## config.mk

```make
export PLATFORM = sky130hd
export DESIGN_NAME = note_match_judge
export DESIGN_NICKNAME = d
export VERILOG_FILES = /design/src/rtl/note_match_judge_pkg.sv /design/src/rtl/note_match_judge_compare.sv /design/src/rtl/note_match_judge.sv
export SDC_FILE = /design/constraint.sdc
export NUM_CORES = 1
export LEC_CHECK = 0
export BUFFER_PORTS_ARGS = -buffer_cell sky130_fd_sc_hd__clkbuf_2
export CORE_ASPECT_RATIO = 1.2
export CORE_MARGIN = 5
export CORE_UTILIZATION = 50
export CTS_CLUSTER_DIAMETER = 60
export CTS_CLUSTER_SIZE = 28
export DETAILED_ROUTE_END_ITERATION = 12
export PLACE_DENSITY = 0.76
export SYNTH_ARGS = -nofsm -noshare
export SYNTH_HDL_FRONTEND = slang
export SYNTH_SLANG_ARGS = --single-unit
export TNS_END_PERCENT = 30
```

## constraint.sdc

```tcl
create_clock -name clk -period 5.2 [get_ports clk]
set_input_delay 1.04 -clock clk [delete_from_list [all_inputs] [get_ports clk]]
set_output_delay 1.04 -clock clk [all_outputs]
set_load 0.1 [all_outputs]
```

## src/rtl/note_match_judge_pkg.sv

```systemverilog
// ----------------------------------------------------------------------------
// judge_pkg
// Shared definitions for the note match judge:
//   - state_t        : judge FSM encoding (IDLE=0, ARMED=1)
//   - DEFAULT_*      : default values for the WIDTH, WINDOW and SCORE_W parameters
//   - CNT_W          : width of the window counter (holds WINDOW-1 for WINDOW<=255)
//   - combo_inc()    : saturating increment for the 8-bit combo counter
// ----------------------------------------------------------------------------
package judge_pkg;

    typedef enum logic {
        IDLE  = 1'b0,
        ARMED = 1'b1
    } state_t;

    localparam int DEFAULT_WIDTH   = 4;
    localparam int DEFAULT_WINDOW  = 8;
    localparam int DEFAULT_SCORE_W = 16;

    localparam int CNT_W = 8;

    // The combo count sticks at 255 instead of wrapping back to zero.
    function automatic logic [7:0] combo_inc(input logic [7:0] c);
        return (c == 8'hFF) ? c : c + 8'd1;
    endfunction

endpackage

```

## src/rtl/note_match_judge_compare.sv

```systemverilog
// ----------------------------------------------------------------------------
// compare_nbit
// Exact lane-by-lane equality of two key vectors. Every lane must agree, so a
// missing key or an extra key both count as a mismatch.
// Ports:
//   A, B   in  [WIDTH-1:0]  vectors to compare
//   equal  out              1 when A and B match on every lane
// ----------------------------------------------------------------------------
module compare_nbit #(
    parameter int WIDTH = 4
) (
    input  logic [WIDTH-1:0] A,
    input  logic [WIDTH-1:0] B,
    output logic             equal
);

    // XNOR per lane gives 1 where the lanes agree; AND-reduce demands all agree.
    assign equal = &(A ~^ B);

endmodule

```

## src/rtl/note_match_judge.sv

```systemverilog
// ----------------------------------------------------------------------------
// note_match_judge
// Judges whether the player presses exactly the expected key pattern within a
// window of WINDOW clock cycles after each note strobe, and keeps a saturating
// score and a saturating combo (consecutive hit) count.
//
// Optional feature macro: NOTE_MATCH_JUDGE_PERFECT_EN
//   When defined, adds the 'perfect' output, which pulses with 'hit' when the
//   match lands in the first ceil(WINDOW/2) compare cycles; such a hit adds 2
//   to the score instead of 1.
//
// Ports:
//   clk           in              system clock, rising edge
//   rst_n         in              asynchronous active-low reset
//   note_valid    in              one-cycle strobe for a new expected note
//   note_pattern  in  [WIDTH-1:0] expected key vector (all-zero is ignored)
//   keys          in  [WIDTH-1:0] synchronised, debounced key vector
//   armed         out             high while a note is being judged
//   hit           out             one-cycle pulse: note matched in window
//   miss          out             one-cycle pulse: note not matched
//   score         out [SCORE_W-1:0] accumulated score (saturating)
//   combo         out [7:0]       consecutive hit count (saturating)
//   perfect       out             (macro only) early-hit pulse
// ----------------------------------------------------------------------------
module note_match_judge
    import judge_pkg::*;
#(
    parameter int WIDTH   = DEFAULT_WIDTH,
    parameter int WINDOW  = DEFAULT_WINDOW,
    parameter int SCORE_W = DEFAULT_SCORE_W
) (
    input  logic               clk,
    input  logic               rst_n,
    input  logic               note_valid,
    input  logic [WIDTH-1:0]   note_pattern,
    input  logic [WIDTH-1:0]   keys,
    output logic               armed,
    output logic               hit,
    output logic               miss,
    output logic [SCORE_W-1:0] score,
    output logic [7:0]         combo
`ifdef NOTE_MATCH_JUDGE_PERFECT_EN
    ,
    output logic               perfect
`endif
);

    // The counter is loaded with WINDOW-1 and a miss is declared on the compare
    // cycle where it reads zero, which gives exactly WINDOW compare cycles.
    localparam logic [CNT_W-1:0] RELOAD = CNT_W'(WINDOW - 1);

`ifdef NOTE_MATCH_JUDGE_PERFECT_EN
    // Compare cycle k (1-based) sees cnt == WINDOW-k, so k <= ceil(WINDOW/2)
    // is the same as cnt >= floor(WINDOW/2).
    localparam logic [CNT_W-1:0] PERFECT_MIN = CNT_W'(WINDOW / 2);
`endif

    state_t             state, state_next;
    logic [CNT_W-1:0]   cnt, cnt_next;
    logic [WIDTH-1:0]   pat, pat_next;
    logic               hit_next, miss_next;
    logic [SCORE_W-1:0] score_next;
    logic [7:0]         combo_next;
    logic               match;
    logic               new_note;
    logic [SCORE_W:0]   score_inc;
    logic [SCORE_W:0]   score_sum;
    logic [SCORE_W-1:0] score_sat;
`ifdef NOTE_MATCH_JUDGE_PERFECT_EN
    logic               early;
    logic               perfect_next;
`endif

    compare_nbit #(
        .WIDTH (WIDTH)
    ) u_compare (
        .A     (keys),
        .B     (pat),
        .equal (match)
    );

    // A strobe carrying an empty pattern is not a note at all.
    assign new_note = note_valid && (note_pattern != '0);
    assign armed    = (state == ARMED);

    // Score increment and saturating sum; the extra top bit of the sum flags
    // an overflow, in which case the score is pinned at all-ones.
`ifdef NOTE_MATCH_JUDGE_PERFECT_EN
    assign early     = (cnt >= PERFECT_MIN);
    assign score_inc = early ? (SCORE_W+1)'(2) : (SCORE_W+1)'(1);
`else
    assign score_inc = (SCORE_W+1)'(1);
`endif
    assign score_sum = {1'b0, score} + score_inc;
    assign score_sat = score_sum[SCORE_W] ? {SCORE_W{1'b1}} : score_sum[SCORE_W-1:0];

    // Next-state and next-output logic. In ARMED a match wins over everything,
    // so a new note arriving on the matching cycle still credits the old note
    // with a hit; the new note then restarts the window without leaving ARMED.
    always_comb begin
        state_next   = state;
        cnt_next     = cnt;
        pat_next     = pat;
        hit_next     = 1'b0;
        miss_next    = 1'b0;
        score_next   = score;
        combo_next   = combo;
`ifdef NOTE_MATCH_JUDGE_PERFECT_EN
        perfect_next = 1'b0;
`endif
        unique case (state)
            IDLE: begin
                if (new_note) begin
                    pat_next   = note_pattern;
                    cnt_next   = RELOAD;
                    state_next = ARMED;
                end
            end
            ARMED: begin
                if (match) begin
                    hit_next   = 1'b1;
                    score_next = score_sat;
                    combo_next = combo_inc(combo);
`ifdef NOTE_MATCH_JUDGE_PERFECT_EN
                    perfect_next = early;
`endif
                    if (new_note) begin
                        pat_next = note_pattern;
                        cnt_next = RELOAD;
                    end else begin
                        state_next = IDLE;
                    end
                end else if (new_note) begin
                    miss_next  = 1'b1;
                    combo_next = 8'd0;
                    pat_next   = note_pattern;
                    cnt_next   = RELOAD;
                end else if (cnt == '0) begin
                    miss_next  = 1'b1;
                    combo_next = 8'd0;
                    state_next = IDLE;
                end else begin
                    cnt_next = cnt - 1'b1;
                end
            end
            default: state_next = IDLE;
        endcase
    end

    // State and datapath registers; reset abandons any note in flight without
    // producing a hit or miss pulse.
    always_ff @(posedge clk or negedge rst_n) begin
        if (!rst_n) begin
            state   <= IDLE;
            cnt     <= '0;
            pat     <= '0;
            hit     <= 1'b0;
            miss    <= 1'b0;
            score   <= '0;
            combo   <= 8'd0;
`ifdef NOTE_MATCH_JUDGE_PERFECT_EN
            perfect <= 1'b0;
`endif
        end else begin
            state   <= state_next;
            cnt     <= cnt_next;
            pat     <= pat_next;
            hit     <= hit_next;
            miss    <= miss_next;
            score   <= score_next;
            combo   <= combo_next;
`ifdef NOTE_MATCH_JUDGE_PERFECT_EN
            perfect <= perfect_next;
`endif
        end
    end

endmodule

```

Word level (Yosys, flattened, before mapping)
Index checks and enable logic that the tools add are counted.
{ "op_classes": {"add_sub_neg": 3, "n_eq_ne": 3, "muxes": 22, "bitwise": 2, "n_reduce_logical": 7} }
{ "ops": {"columns": ["operator", "n"], "rows": [
  ["$mux W8", 8],
  ["$add A16 B1 Y17 const B", 1],
  ["$mux W16", 1],
  ["$pmux W8 S2", 1],
  ["$mux W1", 10],
  ["$add A8 B1 Y8 const B", 1],
  ["$eq A8 B8 Y1 const B", 1],
  ["$logic_not A8 Y1", 1],
  ["$sub A8 B1 Y8 const B", 1],
  ["$reduce_and A5 Y1", 1],
  ["$mux W4", 1],
  ["$ne A4 B4 Y1 const B", 1],
  ["$reduce_and A4 Y1", 1],
  ["$reduce_bool A4 Y1", 1],
  ["$xnor A4 B4 Y4", 1],
  ["$reduce_and A3 Y1", 1],
  ["$reduce_bool A3 Y1", 1],
  ["$ne A2 B2 Y1 const B", 1],
  ["$pmux W1 S2", 1],
  ["$logic_and A1 B1 Y1", 1],
  ["$not A1 Y1", 1]
]} }
{ "word_totals": {"reg_bits": 39, "in_bits": 11, "out_inout_bits": 27, "wordCells": 44} }

Longest topological paths before layout
Gate-level depths: netlist (run 1).
{ "depth": {"ltp_word": 5, "ltp_mapped": 7, "depth_no_buf": 7} }

By module
A second synthesis (run 1) with hierarchy kept.
{ "hier_totals": {"hier_cells": 205, "area_unflattened_um2": 2050.7} }
{ "modules_own_cells": {"columns": ["module", "instances", "cells_each", "area_per_inst_um2", "seq_area_each_um2"], "rows": [
  ["note_match_judge", 1, 200, 2003.2, 975.9],
  ["compare_nbit", 1, 5, 47.5, 0.0]
]} }

Worst setup path after synthesis (run 1)
Ideal clock, no wire load.
{ "synth_path": {"kind": "in2reg", "from": "input port keys[0]", "to": "register score[14]", "setup_ns": 0.126, "arrival_time_ns": 2.252, "t_required_ns": 5.074, "setup_slack_ns": 2.822, "cell_stages": 6, "path_buffers": 1, "path_cell_list": "xnor2_1 -> and4_4 -> buf_6 -> nand4_1 -> nor2_1 -> mux2_2"} }
{ "synth_between": {"elab_chain_cells": 2} }
{ "synth_lines": {"columns": ["element", "line", "text"], "rows": [
  ["from (decl)", "note_match_judge.sv:36", "input logic [WIDTH-1:0] keys,"],
  ["$xnor A4 B4 Y4", "note_match_judge_compare.sv:18", "assign equal = &(A ~^ B);"],
  ["$reduce_and A5 Y1 (no source line)", null, null],
  ["to (signal assigned)", "note_match_judge.sv:170", "score <= score_next;"],
  ["to (decl)", "note_match_judge.sv:40", "output logic [SCORE_W-1:0] score,"]
]} }
No other way between the ends.
A chain may end at the register's enable or synchronous reset.

Final worst setup path (run 1)
{ "layout_path": {"from": "register state (netlist: armed)", "to": "output port armed"} }
{ "layout_rtl": {"columns": ["element", "line", "text"], "rows": [
  ["from (decl)", "note_match_judge.sv:58", "state_t state, state_next;"],
  ["from (signal assigned)", "note_match_judge.sv:165", "state <= state_next;"],
  ["to (decl)", "note_match_judge.sv:37", "output logic armed,"]
]} }
No word-level cell between the ends.

==> results of run 1 <==
routing by layer:
metal  wire (um)  up-vias  global-route usage [%]
met5           0        -                       0
met4          53        0                    5.46
met3         232        5                    4.20
met2        2170       38                    29.9
met1        1920      838                    20.5
li1            -      845                       -
Yosys cell counts, drive strengths merged:
master	number	area, um2
o41a	1	12.5
nor4b	1	8.76
a21oi	8	40.0
nand2b	1	6.26
or2	2	12.5
a22o	2	17.5
a21o	1	15.0
nor2	16	60.1
nor2b	1	6.26
a211oi	1	7.51
and2	4	25.0
o21bai	1	7.51
nand2	29	114
o21ai	8	51.3
buf	3	21.3
a31oi	5	31.3
inv	5	18.8
o211ai	2	15.0
a41oi	2	25.0
xor2	10	87.6
o31ai	4	30.0
nor3b	2	15.0
xnor2	8	70.1
mux2	1	11.3
o21a	1	7.51
nor3	6	30.0
o41ai	3	45.1
or4	1	7.51
dfrtp	39	976
and3	2	12.5
clkbuf	2	7.51
nand3	10	50.1
and4	5	46.3
nor4	1	21.3
ha	4	50.1
nand4	14	87.6
a311oi	2	17.5
layout by cell type, fill, tap and decap left out, drive strengths merged, types with 3 or more instances in the layout:
cell and n:
a21oi 8, o21ai 8, dfrtp 39, clkbuf 44
and4 5, inv 5, a31oi 5, nor2 16
o41ai 3, nand4 14, nand3 10, xor2 10
o31ai 4, ha 4, and2 4, nand2 29
xnor2 8, nor3 6
sequential cells by signal, indices dropped and copies added (netlist names):
name   count
hit        1
pat        4
miss       1
cnt        8
score     16
armed      1
combo      8
cell families (layout without fill, tap and decap cells):
kind of cell / after synthesis / in the layout / share of synthesized area, %
DFF: 39 / 39 / 47.2
adders and majority gates: 4 / 4 / 2.42
buffers and inverters: 10 / 50 / 2.30
xor gates and xnor gates: 18 / 18 / 7.62
AOI/OAI and AO/OA: 41 / 41 / 15.6
and+or+nand+nor: 95 / 95 / 24.3
muxes: 1 / 1 / 0.544
power by group:
group          leakage, uW  switching (uW)  total (uW)  internal (uW)
registers         0.000511            38.6         372            334
clock network    0.0000422             101         195           94.1
logic             0.000547             223         287           63.6
worst max path at each step:
stage	startpoint	to	slack, ns	depth (start not counted)
finish	armed	armed	2.71	1
global route	keys[0]	combo[4]	2.55	6
CTS	armed	armed	2.70	1
detailed placement	keys[1]	combo[4]	2.45	6
global placement	keys[1]	combo[4]	2.54	6
floorplan	keys[0]	score[14]	2.82	6
metrics by stage:
| step | std cells | util, % | instance area, um2 |
|---|---|---|---|
| finish | 302 | 59.7 | 2370 |
| global route | 302 | 59.7 | 2370 |
| CTS | 302 | 59.7 | 2370 |
| detailed placement | 294 | 57.7 | 2290 |
| global placement | 294 | 57.7 | 2290 |
| floorplan | 208 | - | 2070 |
area by class of cell:
type	instances	area, um2	area share (%)
Multi-Input combinational cell	159	1040	44.0
Sequential cell	39	976	41.1
Timing Repair Buffer	37	185	7.80
Clock buffer	7	76.3	3.22
Tap cell	54	67.6	2.85
Inverter	5	18.8	0.791
Clock inverter	1	5.00	0.211
==> summary.md, run 1 <==
| Metric | Value |
|---|---|
| Final WL | ~4400 um |
| Global-route wire length before repair | 7270 um |
| Register area share after synthesis | 47.2% |
| Tcrit/Tclk final | 47.9% |
| Worst r2r src | cnt[0] |
| Capture point of the worst reg-to-reg path | combo[5] |
| Leakage | around 0.0011 uW |
| WP data required | 4.16 ns |
| PortBufs | 37 |
| Final HPWL DP | 3220 um |
| Setup TNS | 0 ns |
| Critical path type | flop to output pin |
| Reg2Reg Depth | 7 |
| Cells resized by post-CTS repair | 0 |
| CP Capture Type | output pin |
| Run status | finished clean |
| Max Freq | 401 MHz |
| Routability cong. | 0.834 |
| Share of cells above drive strength 1 | 22.2% |
| I/O Pins | 38 |
| Critical path startpoint category | flop |
| Arr. time, crit path | 1.45 ns |
| DR DRC count | 0 |
| Total CTS buffers | 5 |
| Routed WL per cell | 14.5 um |
| Setup violations, final | 0 |
| CTS Sinks | 39 |
| Clock root buffer | clkbuf_8 |
| Worst-Margin Slew | ~0.95 ns |
| Synth Cell Area | 2070 um2 |
| Worst path slowest cell | dfrtp_1 |
| VDD IR-drop max | 231 uV |
| Flop2flop setup slack | 3.04 ns |
| Row count | 25 |
| Initial antenna violation count | 0 |
| Final ANT Viol Nets | 0 |
| Min Hold Slack | 0.486 ns |
| Fillers | 363 |
| Final WS setup | around 2.7 ns |
| Synth Instances | 208 |
| Yosys reg bits | 39 |
| Critical-path maximum fanout | 13 |
| WP buf/inv | 1 |
| Post-CTS setup buffers | 0 |
| Pwr per Cell Area | 360 nW/um2 |
| Synth-to-layout area growth | 14.8% |
| Worst slack, placed | 2.45 ns |
| Grt ovf | 0 |
| Tot Pwr | 854 uW |
| Syn nets | ~220 |
| Final #Nets | 262 |
| Vias per cell | between 5 and 6 |
| Core Box Area | 3970 um2 |
| Synth Area per Inst | 9.94 um2 |
| Slew margin rel. | 36.8% |
| Reg clk slew, reported paths | 0.07 ns |
| Cts hold-fix bufs | 0 |
| Final Skew | a little under 0.007 ns |
| Fin. max-slew vios | 0 |
| RSZ-0062 raised after global routing | false |
| Crit path cell chain | clkbuf_2 |
| Die Y | just over 80 um |
| Tot GR Track Use | ~17% |
| Ant diodes | 0 |
| Die area | 5530 um2 |
| Critical path's top delay family | flip-flops |
| Number of global-route vias before repair | roughly 1,600 |
| Crit-path max cell delay | roughly 0.62 ns |
| Starting Density | 52.1% |
| DR iter-0 viols | 194 |
| CTS H-tree depth | 2 |
| Crit path time final | between 2 and 2.5 ns |
| Hold Path Sink | score[10] |
| CTS tree | done |
| Pre-antenna DRT Iters | 4 |
| Via count | 1,726 |
| Hold depth | 1 |
| Clock Tree Buf Depth | 2 |
| Final hold violations | 0 |
| HP Start | score[10] |
| Worst-Skew Late Latency | 0.29 ns |
| Post-synthesis cell type count | 44 |
| Die width | 68.7 um |
| Synth warn | 0 |
| Hold WC Path Type | flop to flop |
| Largest net degree at the start of global routing | 40 |
| Max-cap violations | 0 |
Power figures use the tool's default switching activity.
==> run 2: changes to the inputs <==
==> constraint.sdc (replaced) <==
create_clock -name clk -period 2.3 [get_ports clk]
set_input_delay 0.46 -clock clk [delete_from_list [all_inputs] [get_ports clk]]
set_output_delay 0.46 -clock clk [all_outputs]
set_load 0.1 [all_outputs]
==> run 2 against run 1 <==
Clock-buffer cell count is 1 lower. Die area unchanged. Core utilization up 0.79 points. Largest power group unchanged. Clock skew is 0.00072 ns lower. First-iteration DRC count shrank 52%. Design area grew 1.3%. Register-to-register slack got worse by 2.7 ns. Sequential share of layout area fell by 0.53 points. Combinational power rose by 130%.
==> summary.md, run 2 (synthesis results as in run 1) <==
| Metric | Value |
|---|---|
| Tot GR Track Use | 17.9% |
| Row count | 25 |
| Final WL | 4390 um |
| Number of global-route vias before repair | 1,681 |
| Die Y | 80.5 um |
| Die width | roughly 69 um |
| RSZ-0062 raised after global routing | false |
| Largest net degree at the start of global routing | 25 |
| Grt ovf | 0 |
| Final Skew | 0.00614 ns |
| Max-cap violations | 0 |
| Pwr per Cell Area | 806 nW/um2 |
| Fin. max-slew vios | 0 |
| Ant diodes | 0 |
| I/O Pins | 38 |
| Cells resized by post-CTS repair | 0 |
| Final ANT Viol Nets | 0 |
| Critical-path maximum fanout | 8 |
| Share of cells above drive strength 1 | 23.9% |
| Biggest regs | score x16, cnt x8, combo x8 |
| Final #Nets | 265 |
| DR DRC count | 0 |
| Post-CTS setup buffers | 0 |
| Via count | 1,737 |
| Worst-Skew Late Latency | 0.29 ns |
| Arr. time, crit path | roughly 2.2 ns |
| Leakage | 0.00112 uW |
| Most common cell after layout, fill and taps aside | dfrtp_1 |
| Crit path time final | 1.99 ns |
| Max FFs per register | 16 |
| Critical path startpoint category | flop |
| WP data required | around 2.5 ns |
| VDD IR-drop max | between 500 and 600 uV |
| Run status | finished clean |
| Starting Density | 52.1% |
| Clock root buffer | clkbuf_8 |
| Critical path type | flop to flop |
| CTS tree | done |
| Die area | 5530 um2 |
| Routability cong. | 0.851 |
| Initial antenna violation count | 0 |
| Worst path slowest cell | or4_1 |
| Pre-antenna DRT Iters | 4 |
| Cts hold-fix bufs | 0 |
| Reg clk slew, reported paths | 0.08 ns |
| Most frequent cells in the layout | dfrtp_1, clkbuf_2, nand2_1, nor2_1, nand4_1 |
| Final hold violations | 0 |
| Setup TNS | 0 ns |
| Fillers | 348 |
| Crit path cell chain | inv_1, ha_1, nor3b_2, a21o_4, o21ai_4, or4_1, a21oi_1 |
| Worst-Margin Slew | 0.548 ns |
| Worst slack, placed | 0.154 ns |
| CTS Sinks | 39 |
| Crit-path max cell delay | 0.52 ns |
| Slew margin rel. | 63.6% |
| Largest register by flop count | score |
| PortBufs | 37 |
| Final HPWL DP | around 3300 um |
| Global-route wire length before repair | around 7500 um |
| DR iter-0 viols | 93 |
| Vias per cell | 5.70 |
| CTS H-tree depth | 2 |
| Clock Tree Buf Depth | 2 |
| Non-Filler Instances | 305 |
| Total CTS buffers | 5 |
| CP Capture Type | flop |
| Core Box Area | 3970 um2 |
| Setup violations, final | 0 |
| Tcrit/Tclk final | roughly 87% |
| Routed WL per cell | ~14 um |
| Final WS setup | 0.306 ns |
| Tot Pwr | approximately 1900 uW |
| Hold WC Path Type | input pin to async pin |
| Placed cells | just under 300 |
| Max Freq | 501 MHz |
| Synth-to-layout area growth | 16.3% |
-- run 2: cell types whose count changed in the layout (fill, tap and decap cells not counted) --
cell        delta
nor3b_2        +1
clkinvlp_4     +1
nor3b_1        -1
buf_4          +3
clkbuf_1       -1
-- run 2: per-layer routing --
layer / vias to the layer above / global-route usage (%) / wire [um] / part of all wire [%]
li1: 854 / - / - / -
met1: 826 / 21.7 / 1930 / 44
met2: 48 / 29.7 / 2160 / 49
met3: 9 / 4.62 / 223 / 5.1
met4: 0 / 6.82 / 81 / 1.8
met5: - / 0 / 0 / 0
-- run 2: per-stage QoR --
step	cell area [um2]	hold WS [ns]	util, %
4_1_cts	2400	0.0838	60.4
5_1_grt	2400	0.0995	60.5
2_1_floorplan	2070	0.164	-
3_5_place_dp	2310	0.394	58.3
3_3_place_gp	2310	0.394	58.3
6_report	2400	0.0765	60.5
-- run 2: critical path, delay by kind of cell, from the launching register on --
kind / cells / cell delay (ns)
and+or+nand+nor: 2 / 0.82
buffers and inverters: 1 / 0.12
DFF: 1 / 0.40
adders and majority gates: 1 / 0.17
AOI/OAI and AO/OA: 3 / 0.42
-- run 2: worst paths after layout --
path                                 startpoint        end  slack [ns]  depth (start not counted)
worst max-delay path                     cnt[0]   combo[5]        0.31                          7
worst max register to register           cnt[0]   combo[5]        0.31                          7
worst min-delay path                      rst_n   combo[2]        0.08                          1
min in group clk                note_pattern[2]     pat[2]        0.43                          3
max in group asynchronous                 rst_n      armed        1.58                          2
worst min register to register        score[10]  score[10]        0.50                          1
-- run 2: power by group --
part           internal, uW  total (uW)  switching [uW]
clock network           212         447             235
logic                   149         651             502
registers               755         840            85.4
-- run 2: cell type report --
cell class,instances,area (um2),share of cell area [%]
Multi-Input combinational cell,159,1050,43.7
Inverter,5,18.8,0.780
Clock inverter,2,12.5,0.520
Clock buffer,6,72.6,3.02
Sequential cell,39,976,40.6
Tap cell,54,67.6,2.81
Timing Repair Buffer,40,208,8.64
